===== src/rtl/btn_evt_pkg.sv =====
// Shared event codes and per-button FSM state encoding for button_event_ctrl.
package btn_evt_pkg;

  localparam logic [1:0] EVT_PRESS   = 2'd0;
  localparam logic [1:0] EVT_RELEASE = 2'd1;
  localparam logic [1:0] EVT_LONG    = 2'd2;
  localparam logic [1:0] EVT_REPEAT  = 2'd3;

  localparam logic [1:0] IDLE    = 2'd0;
  localparam logic [1:0] PRESSED = 2'd1;
  localparam logic [1:0] LONG    = 2'd2;

  // Counter width able to hold the larger of the two thresholds.
  function automatic int unsigned cnt_width(input int unsigned a, input int unsigned b);
    return $clog2((a > b) ? a : b) + 1;
  endfunction

endpackage


===== src/rtl/btn_fsm.sv =====
// Per-button edge detect, PRESS/RELEASE/LONG(/REPEAT) FSM, hold counter and
// one-deep pending event slot. Auto-repeat in LONG exists only when
// BUTTON_AUTOREPEAT_EN is defined.
module btn_fsm
  import btn_evt_pkg::*;
#(
  parameter int unsigned LONG_CYCLES   = 50000000,
`ifdef BUTTON_AUTOREPEAT_EN
  parameter int unsigned REPEAT_CYCLES = 10000000,
`endif
  parameter int unsigned CNT_W         = 27
) (
  input  logic       clock,
  input  logic       reset,
  input  logic       clean,
  input  logic       drain,
  output logic       slot_valid,
  output logic [1:0] slot_code,
  output logic       held,
  output logic       drop_c
);

  localparam logic [CNT_W-1:0] LONG_LAST = CNT_W'(LONG_CYCLES - 1);
`ifdef BUTTON_AUTOREPEAT_EN
  localparam logic [CNT_W-1:0] REPEAT_LAST = CNT_W'(REPEAT_CYCLES - 1);
`endif

  logic             clean_q;
  logic             clean_prev;
  logic             rise;
  logic             fall;
  logic [1:0]       state;
  logic [1:0]       state_d;
  logic [CNT_W-1:0] cnt;
  logic [CNT_W-1:0] cnt_d;
  logic             post;
  logic [1:0]       post_code;

  // Capture stage then edge detect; reset loads the live level so a button
  // held through reset is treated as already seen.
  always_ff @(posedge clock) begin
    if (reset) begin
      clean_q    <= clean;
      clean_prev <= clean;
    end else begin
      clean_q    <= clean;
      clean_prev <= clean_q;
    end
  end

  assign rise = clean_q & ~clean_prev;
  assign fall = ~clean_q & clean_prev;

  // FSM state and hold counter register.
  always_ff @(posedge clock) begin
    if (reset) begin
      state <= IDLE;
      cnt   <= '0;
      held  <= 1'b0;
    end else begin
      state <= state_d;
      cnt   <= cnt_d;
      held  <= (state_d != IDLE);
    end
  end

  // Next state, counter and event posting; fall beats the threshold.
  always_comb begin
    state_d   = state;
    cnt_d     = cnt;
    post      = 1'b0;
    post_code = EVT_PRESS;
    case (state)
      IDLE: begin
        if (rise) begin
          state_d   = PRESSED;
          cnt_d     = '0;
          post      = 1'b1;
          post_code = EVT_PRESS;
        end
      end
      PRESSED: begin
        if (fall) begin
          state_d   = IDLE;
          post      = 1'b1;
          post_code = EVT_RELEASE;
        end else if (cnt == LONG_LAST) begin
          state_d   = LONG;
          cnt_d     = '0;
          post      = 1'b1;
          post_code = EVT_LONG;
        end else begin
          cnt_d = cnt + CNT_W'(1);
        end
      end
      LONG: begin
        if (fall) begin
          state_d   = IDLE;
          post      = 1'b1;
          post_code = EVT_RELEASE;
        end
`ifdef BUTTON_AUTOREPEAT_EN
        else if (cnt == REPEAT_LAST) begin
          cnt_d     = '0;
          post      = 1'b1;
          post_code = EVT_REPEAT;
        end else begin
          cnt_d = cnt + CNT_W'(1);
        end
`endif
      end
      default: state_d = IDLE;
    endcase
  end

  // A post into a full slot that is not leaving this cycle is lost.
  assign drop_c = post & slot_valid & ~drain;

  // Pending slot: a same-cycle drain and post keeps the new event.
  always_ff @(posedge clock) begin
    if (reset) begin
      slot_valid <= 1'b0;
      slot_code  <= EVT_PRESS;
    end else if (post && !drop_c) begin
      slot_valid <= 1'b1;
      slot_code  <= post_code;
    end else if (drain) begin
      slot_valid <= 1'b0;
    end
  end

endmodule


===== src/rtl/button_event_ctrl.sv =====
// Button event controller: per-button FSMs feeding a round-robin scheduler
// onto one valid/ready event stream. Define BUTTON_AUTOREPEAT_EN to enable
// REPEAT events while a button stays in LONG.
module button_event_ctrl
  import btn_evt_pkg::*;
#(
  parameter  int unsigned N_BTN         = 4,
  parameter  int unsigned LONG_CYCLES   = 50000000,
  parameter  int unsigned REPEAT_CYCLES = 10000000,
  localparam int unsigned BTN_W         = (N_BTN > 1) ? $clog2(N_BTN) : 1
) (
  input  logic             clock,
  input  logic             reset,
  input  logic [N_BTN-1:0] clean,
  output logic             evt_valid,
  input  logic             evt_ready,
  output logic [BTN_W-1:0] evt_btn,
  output logic [1:0]       evt_code,
  output logic [N_BTN-1:0] held,
  output logic [N_BTN-1:0] overflow,
  input  logic             ovf_clr
);

  localparam int unsigned CNT_W = cnt_width(LONG_CYCLES, REPEAT_CYCLES);

  logic [N_BTN-1:0]      slot_valid;
  logic [N_BTN-1:0][1:0] slot_code;
  logic [N_BTN-1:0]      drain;
  logic [N_BTN-1:0]      drop;
  logic [BTN_W-1:0]      rr_ptr;
  logic [BTN_W-1:0]      grant;
  logic                  found;
  logic                  load;

  for (genvar i = 0; i < N_BTN; i++) begin : g_btn
    btn_fsm #(
      .LONG_CYCLES  (LONG_CYCLES),
`ifdef BUTTON_AUTOREPEAT_EN
      .REPEAT_CYCLES(REPEAT_CYCLES),
`endif
      .CNT_W        (CNT_W)
    ) u_fsm (
      .clock     (clock),
      .reset     (reset),
      .clean     (clean[i]),
      .drain     (drain[i]),
      .slot_valid(slot_valid[i]),
      .slot_code (slot_code[i]),
      .held      (held[i]),
      .drop_c    (drop[i])
    );
  end

  assign load = ~evt_valid | evt_ready;

  // First valid slot at or after rr_ptr, wrapping.
  always_comb begin
    int unsigned j;
    found = 1'b0;
    grant = '0;
    j     = 0;
    for (int unsigned k = 0; k < N_BTN; k++) begin
      j = (32'(rr_ptr) + k) % N_BTN;
      if (!found && slot_valid[BTN_W'(j)]) begin
        found = 1'b1;
        grant = BTN_W'(j);
      end
    end
    drain = (load && found) ? (N_BTN'(1) << grant) : '0;
  end

  // Output register and round-robin pointer; holds while stalled.
  always_ff @(posedge clock) begin
    if (reset) begin
      evt_valid <= 1'b0;
      evt_btn   <= '0;
      evt_code  <= EVT_PRESS;
      rr_ptr    <= '0;
    end else if (load) begin
      evt_valid <= found;
      if (found) begin
        evt_btn  <= grant;
        evt_code <= slot_code[grant];
        rr_ptr   <= BTN_W'((32'(grant) + 1) % N_BTN);
      end
    end
  end

  // Sticky overflow; a drop coinciding with the clear still sets its bit.
  always_ff @(posedge clock) begin
    if (reset) begin
      overflow <= '0;
    end else begin
      overflow <= (ovf_clr ? '0 : overflow) | drop;
    end
  end

endmodule

===== config.mk =====
export PLATFORM = sky130hd
export DESIGN_NAME = button_event_ctrl
export DESIGN_NICKNAME = d
export VERILOG_FILES = /design/src/rtl/btn_evt_pkg.sv /design/src/rtl/btn_fsm.sv /design/src/rtl/button_event_ctrl.sv
export SDC_FILE = /design/constraint.sdc
export NUM_CORES = 1
export LEC_CHECK = 0
export ABC_AREA = 0
export CAP_MARGIN = 5
export CORE_MARGIN = 1.5
export CORE_UTILIZATION = 40
export DETAILED_ROUTE_END_ITERATION = 10
export PLACE_DENSITY = 0.64
export SLEW_MARGIN = 20
export SYNTH_ARGS = -nofsm -noshare
export SYNTH_HDL_FRONTEND = slang
export SYNTH_HIERARCHICAL = 1
export SYNTH_SLANG_ARGS = --single-unit

===== constraint.sdc =====
create_clock -name clock -period 2 [get_ports clock]
set_input_delay 0.5 -clock clock [delete_from_list [all_inputs] [get_ports clock]]
set_output_delay 0.5 -clock clock [all_outputs]
set_load 0.1 [all_outputs]

# Word-level counts from Yosys, hierarchy flattened
# Index checks and enable logic that the tools add are counted.
# totals
regBits	151
word_cells	238
# op_classes
addsub	8
order_cmp	5
n_eq_ne	20
n_shift	1
muxes	104
bitwise_logic	31
n_reduce_logical	36
# op_table
cell	n
two-way mux 27 bit	12
case mux 27 bit (2 select lines)	4
adder 27 x 1 -> 27 bit (second input constant)	4
equality test 27 x 26 -> 1 bit (second input constant)	4
two-way mux 2 bit	29
two-way mux 1 bit	40
case mux 2 bit (3 select lines)	4
nonzero test 2 bit	12
bitwise AND 1 bit	16
case mux 2 bit (2 select lines)	4
< comparator 2 x 3 -> 1 bit (second input constant)	5
inverter 1 bit	13
case mux 1 bit (3 select lines)	4
AND reduction 3 bit	4
binary-select mux 1 bit (select 2 bit)	4
equality test 2 x 1 -> 1 bit (second input constant)	4
equality test 2 bit (second input constant)	4
logical AND 1 bit	8
logical NOT 2 bit	4
two-way mux 4 bit	2
inequality test 2 x 1 -> 1 bit (second input constant)	4
inequality test 2 bit (second input constant)	4
logical NOT 1 bit	7
adder 2 x 1 -> 2 bit (second input constant)	2
6 further kinds	7

# Logic depth before layout (Yosys ltp)
# Gate-level depths: netlist of run 1.
# depth
ltp_word	19
ltp_mapped	10
depth_no_buf	9

# By module
# Netlist of run 1, hierarchy kept.
# by_module_without_submodules
module	instances	cells_per_inst	area_each_um2	seq_area_each_um2
btn_fsm at g_btn[0].u_fsm ...	3	205	1795.5	700.7
btn_fsm at g_btn[1].u_fsm	1	202	1786.7	700.7
button_event_ctrl	1	65	564.3	220.2

# Worst setup path before layout of run 1
# Ideal clock, no wire load.
# synth_path
path_kind	register to register
from	register evt_valid
to	register g_btn[3].u_fsm.slot_code[0]
setup_ns	0.118
arrival_ns	1.995
required_ns	1.882
slack_ns	-0.114
stages_incl_launch_ff	9
period_less_slack_ns	2.114
path_cell_list	dfxtp_1 -> nand2b_1 -> nor2b_1 -> nand2_1 -> nor2_1 -> nand2b_1 -> nor2b_1 -> o21a_1 -> mux2i_1
# synth_between
elab_chain_cells	8
# synth_rtl
item	line	source
start, declared	button_event_ctrl.sv:15	output logic evt_valid,
start signal, assigned	button_event_ctrl.sv:80	evt_valid <= found;
inverter 1 bit	button_event_ctrl.sv:54	assign load = ~evt_valid | evt_ready;
OR 1 bit	button_event_ctrl.sv:54	
logical AND 1 bit	button_event_ctrl.sv:69	drain = (load && found) ? (N_BTN'(1) << grant) : '0;
two-way mux 4 bit	button_event_ctrl.sv:69	
named net drain[3]	button_event_ctrl.sv:28	logic [N_BTN-1:0] drain;
inverter 1 bit	btn_fsm.sv:117	assign drop_c = post & slot_valid & ~drain;
bitwise AND 1 bit	btn_fsm.sv:117	
logical NOT 1 bit	btn_fsm.sv:124	end else if (post && !drop_c) begin
logical AND 1 bit	btn_fsm.sv:124	
end signal, assigned	btn_fsm.sv:126	slot_code <= post_code;
end, declared	btn_fsm.sv:18	output logic [1:0] slot_code,
# The timed path passes the listed nets, and every way through them passes these cells.
# A chain may end at the register's enable or synchronous reset.

# Worst setup path in the final report of run 1
# layout_path
from	register g_btn[0].u_fsm.state[0]
to	register g_btn[0].u_fsm.cnt[22]
# layout_between
elab_chain_cells	3
# layout_rtl
item	line	source
start, declared	btn_fsm.sv:32	logic [1:0] state;
start signal, assigned	btn_fsm.sv:61	state <= state_d;
equality test 2 x 1 -> 1 bit or logical NOT 2 bit (tied branches)	btn_fsm.sv:73	case (state)
inequality test 2 bit (no line) (tied with other cells)	-	
AND reduction 3 bit (no line)	-	
end signal, assigned	btn_fsm.sv:62	cnt <= cnt_d;
end, declared	btn_fsm.sv:34	logic [CNT_W-1:0] cnt;
# Parallel ways exist; a longest one is shown, timed or not.

==> out/metrics.json, run 1 <==
{
  "cells_and_area": {
    "syn_to_final_growth_pct": 20.0,
    "seq_area_um2": 3040,
    "finalInstanceArea_um2": 9280,
    "area_of_the_multi_input_gates_um2": 4440,
    "finalNonFillerCells": 1230,
    "antenna-diode-count": 0,
    "final_layout_size_suffix_gt1_share_pct": 17.6,
    "finish.utilization_pct": 49.3,
    "final_nets": 985,
    "filler_cell_count": 1793
  },
  "yosys": {
    "synthTopCellsByCount": "151 x sky130_fd_sc_hd__dfxtp_1, 127 x sky130_fd_sc_hd__nor2_1, 64 x sky130_fd_sc_hd__xor2_1",
    "ys_seq_area_share_pct": 39.1,
    "ys_warn_count": 6,
    "post_synth_num_cell_types": 55,
    "synth.area.top_cells": "sky130_fd_sc_hd__dfxtp_1 39%, sky130_fd_sc_hd__xor2_1 7.2%, sky130_fd_sc_hd__nor2_1 6.2%",
    "synth-edff-count": 0,
    "synthesis.area_per_instance_um2": 8.77,
    "netlist_instances": 882,
    "synth.cell_area_um2": 7740,
    "ys.flop_type": "sky130_fd_sc_hd__dfxtp_1",
    "async_reset_ff_share_pct": 0,
    "synth.ff_latch_count": 151,
    "synth_fp_nets": 910,
    "top_count_cell_post_synth": "sky130_fd_sc_hd__dfxtp_1",
    "synth_largest_area_cell": "sky130_fd_sc_hd__dfxtp_1",
    "synth_top_cell_area_share_pct": 39.1
  },
  "power_and_ir_drop": {
    "peakVddDrop_v": 0.000592,
    "powerDensity_nw_per_um2": 810,
    "fin_total_pwr_mw": 7.52,
    "p_leak_nw": 3.48
  },
  "critical_path": {
    "path_max_fanout": 8,
    "regToRegSetupSlack_ns": 0.12,
    "timing.critical_path.to": "g_btn[0].u_fsm/cnt[22]",
    "setup.worst_path.end_class": "register",
    "setup.worst_path.start": "g_btn[0].u_fsm/state[0]",
    "regToRegStartpoint": "g_btn[0].u_fsm/state[0]",
    "crit-reg2reg-capture": "g_btn[0].u_fsm/cnt[22]",
    "worstPathArrival_ns": 2.24,
    "timing.critical_path.required_ns": 2.36,
    "worstRegToRegCells": 7,
    "critPathLaunchType": "register",
    "timing.setup.critical_path_class": "reg2reg"
  },
  "floorplan": {
    "floorplan.rows": 50,
    "initial_utilization_pct": 41.1,
    "fp.dieArea_um2": 20200,
    "die_y_um": 142,
    "die-width_um": 142,
    "core_um2": 18800,
    "ios": 21
  },
  "drt": {
    "met3RoutedLength_um": 471,
    "wirelength_mm": 16.1,
    "top_signal_layer_used": "met4",
    "route.vias.total": 6276,
    "detail_route.vias_per_cell": 5.10,
    "m1WireLength_mm": 7.64,
    "final_antenna_net_count": 0,
    "detailedRoute.firstPassIterationCount": 5,
    "sum_of_met2_wire_segment_lengths_after_detailed_routing_mm": 7.85,
    "routed_wire_length_per_instance_um": 13.1,
    "remaining_drc_errors": 0,
    "initialDrtViolationCount": 290
  },
  "clock_tree": {
    "cts_root_buffer": "sky130_fd_sc_hd__clkbuf_16",
    "cts_num_sinks": 151,
    "tritoncts_clock_tree": "yes",
    "clkSlewWorstSetupHoldPaths_ns": 0.06,
    "ctsHtreeMaxLevel": 4,
    "worst_skew_pair_later_pin_latency_ns": 0.42,
    "tritoncts.num_buffers": 17,
    "post_cts_hold_buffer_count": 0,
    "clock_path_buffers": 2
  },
  "global_routing": {
    "antenna_found_initial": 0,
    "first_global_vias": 5994,
    "largest_net_degree_at_the_start_of_global_routing": 28,
    "gr-usage-all-layers_pct": 16.7,
    "global_route_wire_length_before_repair_mm": 27.6,
    "grt_overflow_total": 0
  },
  "placed_design": {
    "gpl.final_weighted_congestion": 0.785,
    "placed_instances": 1192,
    "dp_hpwl_mm": 11.3,
    "port-buffer-count": 20,
    "place_area_um2": 8570
  },
  "timing": {
    "clock_skew_after_layout_ns": 0.00606,
    "worst_slew_pin_slew_ns": 0.542,
    "hold-worst-slack_ns": 0.477,
    "clock.fmax_ghz": 0.531,
    "finalHoldViolations": 0,
    "slew_headroom_pct": 63.5,
    "maxSlewViolCount": 0,
    "final.min_clock_period_ns": 1.88,
    "finalSetupViolCount": 0,
    "min_period_over_period_pct": 94.2
  },
  "hold_path": {
    "holdCritStartpoint": "g_btn[3].u_fsm/slot_code[1]",
    "hold_class": "reg2reg"
  },
  "job": {
    "maxCapViolCount": 0
  },
  "status": {
    "outcome": "complete, no violations"
  }
}
-- cell type report --
class                   instances  share of cell area, %
repair buffers                 83                   8.33
multi-input cells             675                   47.8
clock buffers                  18                   4.73
flip-flops and latches        151                   32.7
well taps                     260                   3.50
inverters                      29                   1.17
clock inverters                14                   1.78
-- per-stage QoR --
| step | TNS [ns] | setup slack (ns) |
|---|---|---|
| floorplan | 0 | 0.0143 |
| global placement | -1.05 | -0.166 |
| detailed placement | -1.34 | -0.210 |
| CTS | 0 | 0.0340 |
| global route | -0.0303 | -0.0148 |
| finish | 0 | 0.116 |
-- critical path, stage by stage, from the launching register on --
cell	delay (ns)
sky130_fd_sc_hd__dfxtp_2	0.37
sky130_fd_sc_hd__inv_1	0.07
sky130_fd_sc_hd__ha_1	0.24
sky130_fd_sc_hd__mux2i_1	0.17
sky130_fd_sc_hd__o21ai_2	0.30
sky130_fd_sc_hd__nand3_4	0.16
sky130_fd_sc_hd__or3_4	0.39
sky130_fd_sc_hd__a21oi_2	0.12
-- where the power goes --
part / internal (mW) / switching (mW) / total (mW)
Sequential: 3.10 / 0.0963 / 3.19
Combinational: 0.439 / 0.628 / 1.07
Clock: 1.91 / 1.36 / 3.26
-- layer usage --
layer / vias to the layer above / track usage [%]
met2: 64 / 28.3
li1: 3262 / -
met4: 0 / 4.02
met5: - / 0
met3: 13 / 3.84
met1: 2937 / 21.6
-- placed cells by master, fill, tap and decap left out, types with 6 or more instances in the layout --
| master | instances |
|---|---|
| sky130_fd_sc_hd__dfxtp_1 | 143 |
| sky130_fd_sc_hd__nor2_1 | 127 |
| sky130_fd_sc_hd__buf_4 | 65 |
| sky130_fd_sc_hd__xor2_1 | 64 |
| sky130_fd_sc_hd__nand2_1 | 54 |
| sky130_fd_sc_hd__a21oi_1 | 47 |
| sky130_fd_sc_hd__o21ai_0 | 47 |
| sky130_fd_sc_hd__nand3_1 | 41 |
| sky130_fd_sc_hd__nand4_1 | 34 |
| sky130_fd_sc_hd__inv_1 | 29 |
| sky130_fd_sc_hd__and3_1 | 25 |
| sky130_fd_sc_hd__or3_1 | 22 |
| sky130_fd_sc_hd__nand2b_1 | 19 |
| sky130_fd_sc_hd__ha_1 | 19 |
| sky130_fd_sc_hd__clkbuf_16 | 17 |
| sky130_fd_sc_hd__xnor2_1 | 16 |
| sky130_fd_sc_hd__mux2i_1 | 15 |
| sky130_fd_sc_hd__nand4b_1 | 15 |
| sky130_fd_sc_hd__buf_12 | 11 |
| sky130_fd_sc_hd__o21a_1 | 9 |
| sky130_fd_sc_hd__nor4_1 | 9 |
| sky130_fd_sc_hd__o22ai_1 | 8 |
| sky130_fd_sc_hd__dfxtp_2 | 7 |
| sky130_fd_sc_hd__and4_1 | 7 |
| sky130_fd_sc_hd__nor2b_1 | 6 |
| sky130_fd_sc_hd__nand3b_1 | 6 |
| sky130_fd_sc_hd__and2_1 | 6 |
| sky130_fd_sc_hd__clkdlybuf4s50_1 | 6 |
-- flip-flops by register name, indices dropped and copies added (netlist names), 4 cells and up --
| name | cells |
|---|---|
| g_btn.u_fsm/slot_code | 8 |
| g_btn.u_fsm/state | 8 |
| g_btn.u_fsm/clean_prev | 4 |
| g_btn.u_fsm/held | 4 |
| g_btn.u_fsm/clean_q | 4 |
| overflow | 4 |
| g_btn.u_fsm/slot_valid | 4 |
| g_btn.u_fsm/cnt | 108 |
-- worst min path at each step --
stage,slack (ns),cells past startpoint,endpoint
2_1_floorplan,0.45,2,g_btn[0].u_fsm/slot_code[0]
3_3_place_gp,0.47,2,g_btn[0].u_fsm/slot_code[0]
3_5_place_dp,0.47,2,g_btn[1].u_fsm/slot_code[0]
4_1_cts,0.48,2,g_btn[3].u_fsm/slot_code[1]
5_1_grt,0.50,2,g_btn[2].u_fsm/slot_code[1]
6_report,0.48,2,g_btn[3].u_fsm/slot_code[1]
-- logic make-up after synthesis --
logic type	Yosys count	share of synthesized area, %
simple gates	417	31.1
flops	151	39.1
compound gates	140	10.9
xor+xnor	80	9.06
buf+inv	57	4.37
fa+ha+maj	20	3.23
mux	17	2.25
-- what timing repair did --
action	4_1_cts	5_1_grt
buffers inserted	0	5
endpoints found under the setup margin	0	62
resized for setup	0	18
Note: power is estimated with default switching activity, not from simulation.
==> run 2: changes to the inputs <==
Settings changed: REMOVE_ABC_BUFFERS set to 1.
==> run 2 against run 1 <==
Count of clock-buffer cells in the layout is 4 higher. Core utilization is 0.37 points lower. Highest routed layer unchanged. Non-clock buffer count is 3 lower. Largest power group is now registers. Die area stayed put. Largest cell class unchanged.
==> out/metrics.json, run 2 (synthesis gave the netlist of run 1 again) <==
{
  "status": {
    "outcome": "complete, no violations"
  },
  "placed_design": {
    "port-buffer-count": 20,
    "dp_hpwl_mm": 11.1,
    "gpl.final_weighted_congestion": 0.806,
    "worst_slack_after_detailed_placement_ns": -0.202
  },
  "global_routing": {
    "first_global_vias": 5865,
    "largest_net_degree_at_the_start_of_global_routing": 28,
    "grt_overflow_total": 0,
    "antenna_found_initial": 0,
    "global_route_wire_length_before_repair_mm": 27.3,
    "gr-usage-all-layers_pct": 16.5
  },
  "critical_path": {
    "timing.critical_path.required_ns": 2.35,
    "worstPathArrival_ns": 2.29,
    "regToRegSetupSlack_ns": 0.06,
    "setup.worst_path.end_class": "register",
    "timing.setup.critical_path_class": "reg2reg",
    "critical_path.n_buffers_inverters": 1,
    "path_cells": "and4_1 > and3_1 > nand4_4 > buf_4 > or3_1 > a21oi_1",
    "critPathLaunchType": "register",
    "worst_path_dominant_cell_family": "simple AND/OR/NAND/NOR gates",
    "cell_at_the_slowest_stage_of_the_critical_path": "sky130_fd_sc_hd__and3_1",
    "max_stage_delay_ns": 0.41,
    "path_max_fanout": 8
  },
  "clock_tree": {
    "clkSlewWorstSetupHoldPaths_ns": 0.06,
    "cts_num_sinks": 151,
    "worst_skew_pair_later_pin_latency_ns": 0.42,
    "post_cts_hold_buffer_count": 0,
    "clock_path_buffers": 2,
    "cts_root_buffer": "sky130_fd_sc_hd__clkbuf_16",
    "tritoncts_clock_tree": "yes",
    "tritoncts.num_buffers": 17,
    "ctsHtreeMaxLevel": 4
  },
  "drt": {
    "wirelength_mm": 15.8,
    "remaining_drc_errors": 0,
    "detailedRoute.firstPassIterationCount": 5,
    "routed_wire_length_per_instance_um": 12.8,
    "detail_route.vias_per_cell": 5.08,
    "route.vias.total": 6235,
    "final_antenna_net_count": 0,
    "initialDrtViolationCount": 356
  },
  "power_and_ir_drop": {
    "power.combinational.fraction_pct": 14.3,
    "net-switching-power_mw": 1.98,
    "p_clk_share_pct": 42.7,
    "internal-power_mw": 5.44,
    "powerDensity_nw_per_um2": 805,
    "switching_share_pct": 26.7,
    "flop_pwr_share_pct": 43.0,
    "peakVddDrop_v": 0.000602,
    "p_leak_nw": 3.42
  },
  "timing": {
    "clock.fmax_ghz": 0.516,
    "post-route-worst-setup-slack_ns": 0.0603,
    "finalHoldViolations": 0,
    "rsz0062_at_grt": "false",
    "worst_slew_pin_slew_ns": 0.546,
    "slew_headroom_pct": 63.3,
    "finalSetupViolCount": 0,
    "final.min_clock_period_ns": 1.94,
    "min_period_over_period_pct": 97.0,
    "final.setup.tns_ns": 0,
    "clock_skew_after_layout_ns": 0.0104,
    "maxSlewViolCount": 0
  },
  "cells_and_area": {
    "filler_cell_count": 1805,
    "most_common_cell_after_layout_fill_and_taps_aside": "sky130_fd_sc_hd__dfxtp_1",
    "final_layout_size_suffix_gt1_share_pct": 16.3,
    "seq_area_um2": 3030,
    "final_nets": 982,
    "area_of_the_multi_input_gates_um2": 4410,
    "antenna-diode-count": 0,
    "syn_to_final_growth_pct": 19.1,
    "max_flop_register": "g_btn.u_fsm/cnt",
    "largest_register_ff_count": 108,
    "finish.utilization_pct": 48.9,
    "final_cell_mix": "146 x sky130_fd_sc_hd__dfxtp_1, 127 x sky130_fd_sc_hd__nor2_1, 64 x sky130_fd_sc_hd__xor2_1, 62 x sky130_fd_sc_hd__buf_4, 54 x sky130_fd_sc_hd__nand2_1",
    "largest_registers": "g_btn.u_fsm/cnt x108, g_btn.u_fsm/slot_code x8, g_btn.u_fsm/state x8"
  },
  "floorplan": {
    "core_um2": 18800,
    "die_y_um": 142,
    "fp.dieArea_um2": 20200,
    "die-width_um": 142,
    "floorplan.rows": 50,
    "ios": 21,
    "initial_utilization_pct": 41.1
  },
  "hold_path": {
    "hold_class": "reg2reg"
  },
  "job": {
    "maxCapViolCount": 0
  }
}
==> run 2: power groups by stage <==
stage	clock [mW]	combinational [mW]	sequential [mW]
global route	3.38	1.16	3.20
detailed placement	0	1.04	3.25
CTS	3.26	1.05	3.18
finish	3.17	1.06	3.19
floorplan	0	0.511	3.40
global placement	0	1.04	3.24
==> run 2: per-stage QoR <==
step | hold WS (ns) | total power [mW] | area (µm²) | std cells
after global placement | 0.466 | 4.28 | 8520 | 1186
after floorplan | 0.447 | 3.91 | 7510 | 854
after global routing | 0.516 | 7.74 | 9210 | 1227
after detailed placement | 0.466 | 4.29 | 8520 | 1186
after CTS | 0.477 | 7.49 | 9110 | 1218
final | 0.474 | 7.42 | 9210 | 1227
==> run 2: worst paths after layout <==
check	start	end	cells after the start
max reg2reg	g_btn[1].u_fsm/cnt[8]	g_btn[1].u_fsm/cnt[17]	6
min	g_btn[0].u_fsm/slot_code[0]	g_btn[0].u_fsm/slot_code[0]	2
max	g_btn[1].u_fsm/cnt[8]	g_btn[1].u_fsm/cnt[17]	6
min reg2reg	g_btn[0].u_fsm/slot_code[0]	g_btn[0].u_fsm/slot_code[0]	2
==> run 2: repair_timing <==
action                     CTS  global route
setup endpoints to repair    0            44
gates resized for setup      0            11
setup buffers                0             8
==> run 2: area by class of cell <==
| class | count | share of cell area, % |
|---|---|---|
| multi-input combinational | 675 | 47.9 |
| tap | 260 | 3.53 |
| inverter | 29 | 1.18 |
| clock buffer | 22 | 5.04 |
| clock inverter | 10 | 1.32 |
| timing repair buffer | 80 | 8.15 |
| sequential | 151 | 32.9 |
==> run 2: per-layer routing <==
metal | track usage [%] | up-vias | wire length [µm]
li1 | - | 3247 | -
met1 | 22.2 | 2901 | 7950
met2 | 26.5 | 74 | 7220
met3 | 4.31 | 13 | 473
met4 | 3.80 | 0 | 112
met5 | 0 | - | 0
==> run 2: worst reg2reg max path: cells and delay by family (launching register included) <==
kind | cells | cell delay [ns]
AND/OR/NAND/NOR | 4 | 1.15
buffers and inverters | 1 | 0.18
AO/OA/AOI/OAI | 1 | 0.14
flip-flops | 1 | 0.40
==> run 3: changes to the inputs <==
Settings changed: SKIP_LAST_GASP set to 1.
==> results of run 3 <==
The final DEF is identical to that of run 2; final timing and power are the same.
